==> src/rtl/ysyx_23060096_pkg.sv <==
// ysyx_23060096_pkg: shared widths and load funct3 encodings for the writeback path
package ysyx_23060096_pkg;
    localparam int DEF_ADDR_WIDTH = 5;
    localparam int DEF_DATA_WIDTH = 32;
    localparam logic [2:0] F3_LB  = 3'd0;
    localparam logic [2:0] F3_LH  = 3'd1;
    localparam logic [2:0] F3_LW  = 3'd2;
    localparam logic [2:0] F3_LBU = 3'd4;
    localparam logic [2:0] F3_LHU = 3'd5;
endpackage

==> src/rtl/ysyx_23060096_load_ext.sv <==
// ysyx_23060096_load_ext: selects and sign/zero-extends the loaded byte or half
module ysyx_23060096_load_ext
    import ysyx_23060096_pkg::*;
#(
    parameter int DATA_WIDTH = DEF_DATA_WIDTH
) (
    input  logic [DATA_WIDTH-1:0] rdata,
    input  logic [1:0]            addr_lo,
    input  logic [2:0]            funct3,
    output logic [DATA_WIDTH-1:0] ext
);
    logic [7:0]  b;
    logic [15:0] h;
    assign b = rdata[{addr_lo, 3'b000} +: 8];
    // addr_lo[0] is ignored for halves: misalignment is trapped before the LSU
    assign h = rdata[{addr_lo[1], 4'b0000} +: 16];
    assign ext = (funct3 == F3_LB)  ? {{(DATA_WIDTH-8){b[7]}}, b}   :
                 (funct3 == F3_LH)  ? {{(DATA_WIDTH-16){h[15]}}, h} :
                 (funct3 == F3_LBU) ? {{(DATA_WIDTH-8){1'b0}}, b}   :
                 (funct3 == F3_LHU) ? {{(DATA_WIDTH-16){1'b0}}, h}  : rdata;
endmodule

==> src/rtl/ysyx_23060096_wbu.sv <==
// ysyx_23060096_wbu: arbitrates EXU/LSU results into one registered regfile write and retire pulse
module ysyx_23060096_wbu
    import ysyx_23060096_pkg::*;
#(
    parameter int ADDR_WIDTH = DEF_ADDR_WIDTH,
    parameter int DATA_WIDTH = DEF_DATA_WIDTH
) (
    input  logic                  clk,
    input  logic                  rstn,
    input  logic                  exu_valid,
    output logic                  exu_ready,
    input  logic [ADDR_WIDTH-1:0] exu_rd,
    input  logic                  exu_wen,
    input  logic [DATA_WIDTH-1:0] exu_result,
    input  logic [DATA_WIDTH-1:0] exu_pc,
    input  logic                  lsu_valid,
    output logic                  lsu_ready,
    input  logic [ADDR_WIDTH-1:0] lsu_rd,
    input  logic                  lsu_wen,
    input  logic [DATA_WIDTH-1:0] lsu_rdata,
    input  logic [1:0]            lsu_addr_lo,
    input  logic [2:0]            lsu_funct3,
    input  logic [DATA_WIDTH-1:0] lsu_pc,
    input  logic                  wb_hold,
    output logic [ADDR_WIDTH-1:0] waddr,
    output logic [DATA_WIDTH-1:0] wdata,
    output logic                  w_en,
    output logic                  commit_valid,
    output logic [DATA_WIDTH-1:0] commit_pc,
    output logic                  fwd_valid,
    output logic [ADDR_WIDTH-1:0] fwd_rd,
    output logic [DATA_WIDTH-1:0] fwd_data
);
    logic                  rr_q, rr_d;
    logic                  wb_valid_q, wen_q, wen_d;
    logic [ADDR_WIDTH-1:0] rd_q, rd_d;
    logic [DATA_WIDTH-1:0] data_q, data_d, pc_q, pc_d, lsu_data;
    logic                  grant_exu, grant_lsu;

    ysyx_23060096_load_ext #(.DATA_WIDTH(DATA_WIDTH)) u_load_ext (
        .rdata  (lsu_rdata),
        .addr_lo(lsu_addr_lo),
        .funct3 (lsu_funct3),
        .ext    (lsu_data)
    );

    // rr_q=0 favours the LSU when both sources contend
    assign grant_lsu = lsu_valid && (!exu_valid || !rr_q);
    assign grant_exu = exu_valid && (!lsu_valid || rr_q);
    assign lsu_ready = grant_lsu && !wb_hold && rstn;
    assign exu_ready = grant_exu && !wb_hold && rstn;

    always_comb begin
        rd_d   = lsu_ready ? lsu_rd   : exu_ready ? exu_rd     : rd_q;
        wen_d  = lsu_ready ? lsu_wen  : exu_ready ? exu_wen    : wen_q;
        data_d = lsu_ready ? lsu_data : exu_ready ? exu_result : data_q;
        pc_d   = lsu_ready ? lsu_pc   : exu_ready ? exu_pc     : pc_q;
        rr_d   = (exu_valid && lsu_valid && !wb_hold) ? !rr_q : rr_q;
    end

    always_ff @(posedge clk or negedge rstn) begin
        if (!rstn) begin
            rr_q       <= 1'b0;
            wb_valid_q <= 1'b0;
            wen_q      <= 1'b0;
            rd_q       <= '0;
            data_q     <= '0;
            pc_q       <= '0;
        end else begin
            rr_q       <= rr_d;
            wb_valid_q <= lsu_ready || exu_ready;
            wen_q      <= wen_d;
            rd_q       <= rd_d;
            data_q     <= data_d;
            pc_q       <= pc_d;
        end
    end

    assign waddr        = rd_q;
    assign wdata        = data_q;
    assign w_en         = wb_valid_q && wen_q && (rd_q != '0);
    assign commit_valid = wb_valid_q;
    assign commit_pc    = pc_q;
    assign fwd_valid    = w_en;
    assign fwd_rd       = rd_q;
    assign fwd_data     = data_q;
endmodule

==> config.mk <==
export PLATFORM = sky130hd
export DESIGN_NAME = ysyx_23060096_wbu
export DESIGN_NICKNAME = d
export VERILOG_FILES = /design/src/rtl/ysyx_23060096_pkg.sv /design/src/rtl/ysyx_23060096_load_ext.sv /design/src/rtl/ysyx_23060096_wbu.sv
export SDC_FILE = /design/constraint.sdc
export NUM_CORES = 1
export LEC_CHECK = 0
export BUFFER_PORTS_ARGS = -buffer_cell sky130_fd_sc_hd__buf_2
export CORE_MARGIN = 2
export CORE_UTILIZATION = 43
export DETAILED_ROUTE_END_ITERATION = 6
export PLACE_DENSITY = 0.89
export REMOVE_ABC_BUFFERS = 1
export SLEW_MARGIN = 20
export SYNTH_ARGS = -nofsm -noshare
export SYNTH_HDL_FRONTEND = slang
export SYNTH_SLANG_ARGS = --single-unit
==> constraint.sdc <==
create_clock -name clk -period 1.8 [get_ports clk]
set_input_delay 0.18 -clock clk [delete_from_list [all_inputs] [get_ports clk]]
set_output_delay 0.18 -clock clk [all_outputs]
set_load 0.01 [all_outputs]
==> results.json <==
{
  "status": "complete, no violations",
  "io_pins": 261,
  "finClkSkew_ns": 0.00913,
  "drt_pass1_iterations": 5,
  "worst_slew_pin_slew_ns": 0.916,
  "slowest_delay_ns": 0.40,
  "r2r_end": "fwd_data[10]",
  "grt_antenna_before_repair": 0,
  "start_util": 0.443,
  "rows": 35,
  "finalCriticalPeriod_ns": 1.76,
  "syn_inst": 492,
  "routedWlPerCell_um": 16.8,
  "crit_path_max_fanout": 2,
  "drc": 0,
  "instances_no_fill": 840,
  "final_core_util": 0.595,
  "setup.worst_path.start_class": "register",
  "synth_top_area_share": 0.438,
  "numPortBuffers": 260,
  "worst-r2r-setup-slack_ns": 0.27,
  "die_area_sq_um": 10400,
  "wl_um": 14100,
  "setup_viol": 0,
  "fin_crit_sh": 0.979,
  "drive_gt1_frac": 0.447,
  "finalHoldViolCount": 0,
  "r2r-start": "rr_q",
  "crit_chain": "or3_4, o311a_1, buf_2",
  "peakVddDrop_v": 0.000450,
  "area_growth_pct": 34.2,
  "end_kind": "output port",
  "vias_per_cell": 5.45,
  "vias": 4582,
  "ys.warnings.count": 0,
  "cts_hold_buf": 0,
  "dp_cells": 822,
  "yosys.area.top_type": "dfrtp_1",
  "worstSetupPathType": "register to output port",
  "arrival_ns": 1.58,
  "cts_tree": "done",
  "die_w_um": 102,
  "crit_required_ns": 1.62,
  "core-area_sq_um": 9280,
  "antenna_left": 0,
  "maxCapViolCount": 0,
  "nNetsFinal": 857,
  "grt_pass1_vias": 4322,
  "place_congestion": 0.948,
  "setup_ws_ns": 0.0380,
  "synth-seq-cells": 72,
  "numCtsBuffers": 9,
  "grt_use_total": 0.263,
  "clockBufferDepth": 2,
  "diodes": 0,
  "clock-sinks": 72,
  "grt-ovfl-total": 0,
  "grt_pass1_wl_um": 21300,
  "drt_iter0_drc": 318,
  "rsz0062_at_grt": "yes",
  "syn_avg_cell_area_sq_um": 8.37,
  "cts_max_level": 3,
  "ys_types": 42,
  "fmax_mhz": 568,
  "syn-cell-area_sq_um": 4120,
  "cts-root-buf": "clkbuf_8",
  "max-slew-margin-rel": 0.389,
  "clkLatencyLatePin_ns": 0.34,
  "leakagePower_nw": 2.78,
  "power.density_nw_per_um2": 1100,
  "grt_start_max_net_pins": 73,
  "clk_pin_slew_ns": 0.09,
  "cpMaxStageDelayCell": "or3_4",
  "die-height_um": 102,
  "worst_r2r_path_depth": 4,
  "dp_hpwl_um": 10600,
  "hold_class": "input port to asynchronous set/reset pin",
  "ys_seq_area_frac": 0.438,
  "synthTopCellsByArea": "dfrtp_1 (44%), nand2_1 (10%), buf_4 (6.9%)",
  "p_total_w": 0.00607,
  "finalMaxSlewViolations": 0,
  "pre_cts_slack_ns": -0.0118
}
through the flow:
stage	TNS [ns]	instance area [sq um]	hold slack, ns
after floorplan	-101.36	3670	-0.116
after detailed placement	-0.0118	5310	0.444
final	0	5530	0.0575
after global placement	0	5310	0.428
after global routing	-0.0119	5530	0.0637
after CTS	0	5520	0.0642
state kept, by name (all words and copies together), names as in the netlist:
register	count
commit_pc	32
fwd_data	32
fwd_rd	5
commit_valid	1
rr_q	1
wen_q	1
where the power goes:
part / switching (W) / leakage (nW) / internal [W]
sequential: 0.000365 / 0.842 / 0.00212
clock: 0.000632 / 0.0948 / 0.000628
combinational: 0.00128 / 1.85 / 0.00104
total: 0.00227 / 2.78 / 0.00379
logic make-up (layout without fill, tap and decap cells):
kind of cell,after synthesis,in the layout,share of synthesized area
xor+xnor,1,1,0.00213
compound gates,117,117,0.215
flops,72,72,0.438
buf+inv,81,300,0.112
simple gates,216,216,0.219
mux,5,5,0.0140
how the worst max path moves through the flow:
stage	endpoint	depth (start not counted)	slack, ns	from
after floorplan	fwd_data[30]	5	-2.28	rr_q
after global placement	fwd_data[15]	5	0.11	lsu_addr_lo[1]
after detailed placement	fwd_data[10]	5	-0.01	lsu_addr_lo[1]
after CTS	fwd_valid	3	0.01	fwd_rd[1]
after global routing	fwd_valid	3	-0.006	fwd_rd[0]
final	fwd_valid	3	0.04	fwd_rd[1]
Yosys cell counts (all sizes together):
master	instances
a2111oi	5
a211oi	18
a21o	2
a21oi	7
a22oi	4
a311oi	1
a31o	5
a31oi	39
a32o	8
a32oi	6
and2b	1
buf	56
clkbuf	20
clkinv	1
dfrtp	72
inv	4
mux2	3
mux2i	2
nand2	112
nand2b	2
nand3	13
nand3b	8
nor2	57
nor2b	3
nor3	17
nor4	1
o2111a	1
o211ai	1
o21a	1
o21ai	15
o21bai	1
o22ai	1
o311a	1
o41a	1
or3	2
xnor2	1
critical path, delay by kind of cell (launching register included):
family / cells / cell delay (ns)
AOI/OAI and AO/OA: 1 / 0.31
and+or+nand+nor: 1 / 0.40
buffers and inverters: 1 / 0.14
DFF: 1 / 0.39
final cells by class:
class / instances / area [sq um]
Clock inverter: 6 / 61.3
Inverter: 5 / 18.8
Sequential cell: 72 / 1800
Timing Repair Buffer: 280 / 1480
Multi-Input combinational cell: 339 / 1880
Clock buffer: 9 / 124
Fill cell: 853 / 3760
Tap cell: 129 / 161
metal layers:
metal	global-route usage	part of all wire	vias to the layer above
met5	0	0	-
met4	0.0882	0.019	0
met3	0.0438	0.079	30
met2	0.465	0.52	269
met1	0.326	0.38	2171
li1	-	-	2112
what timing repair did:
item	in CTS	in global routing
buffers inserted	2	1
endpoints found under the setup margin	2	2
gates resized for setup	1	0
pin swaps	0	0
cells in the final DEF (no fill, tap or decap), types with 2 or more instances in the layout:
cell and instances:
nor3_1 17, mux2_2 2, o21ai_0 14, a21o_1 2, buf_2 259, a22oi_1 4
nand2b_1 2, clkbuf_8 9, mux2i_1 2, a21oi_1 7, a211oi_2 10, buf_12 2
dfrtp_1 72, nand3_1 11, a211oi_1 8, nor2_1 57, buf_4 19, nand3b_1 8
nand2_1 112, a31o_2 5, inv_1 4, a32oi_1 6, clkinv_2 3, a31oi_1 39
a2111oi_0 5, nor2b_1 3, a32o_1 8
(Power assumes the default switching activity.)
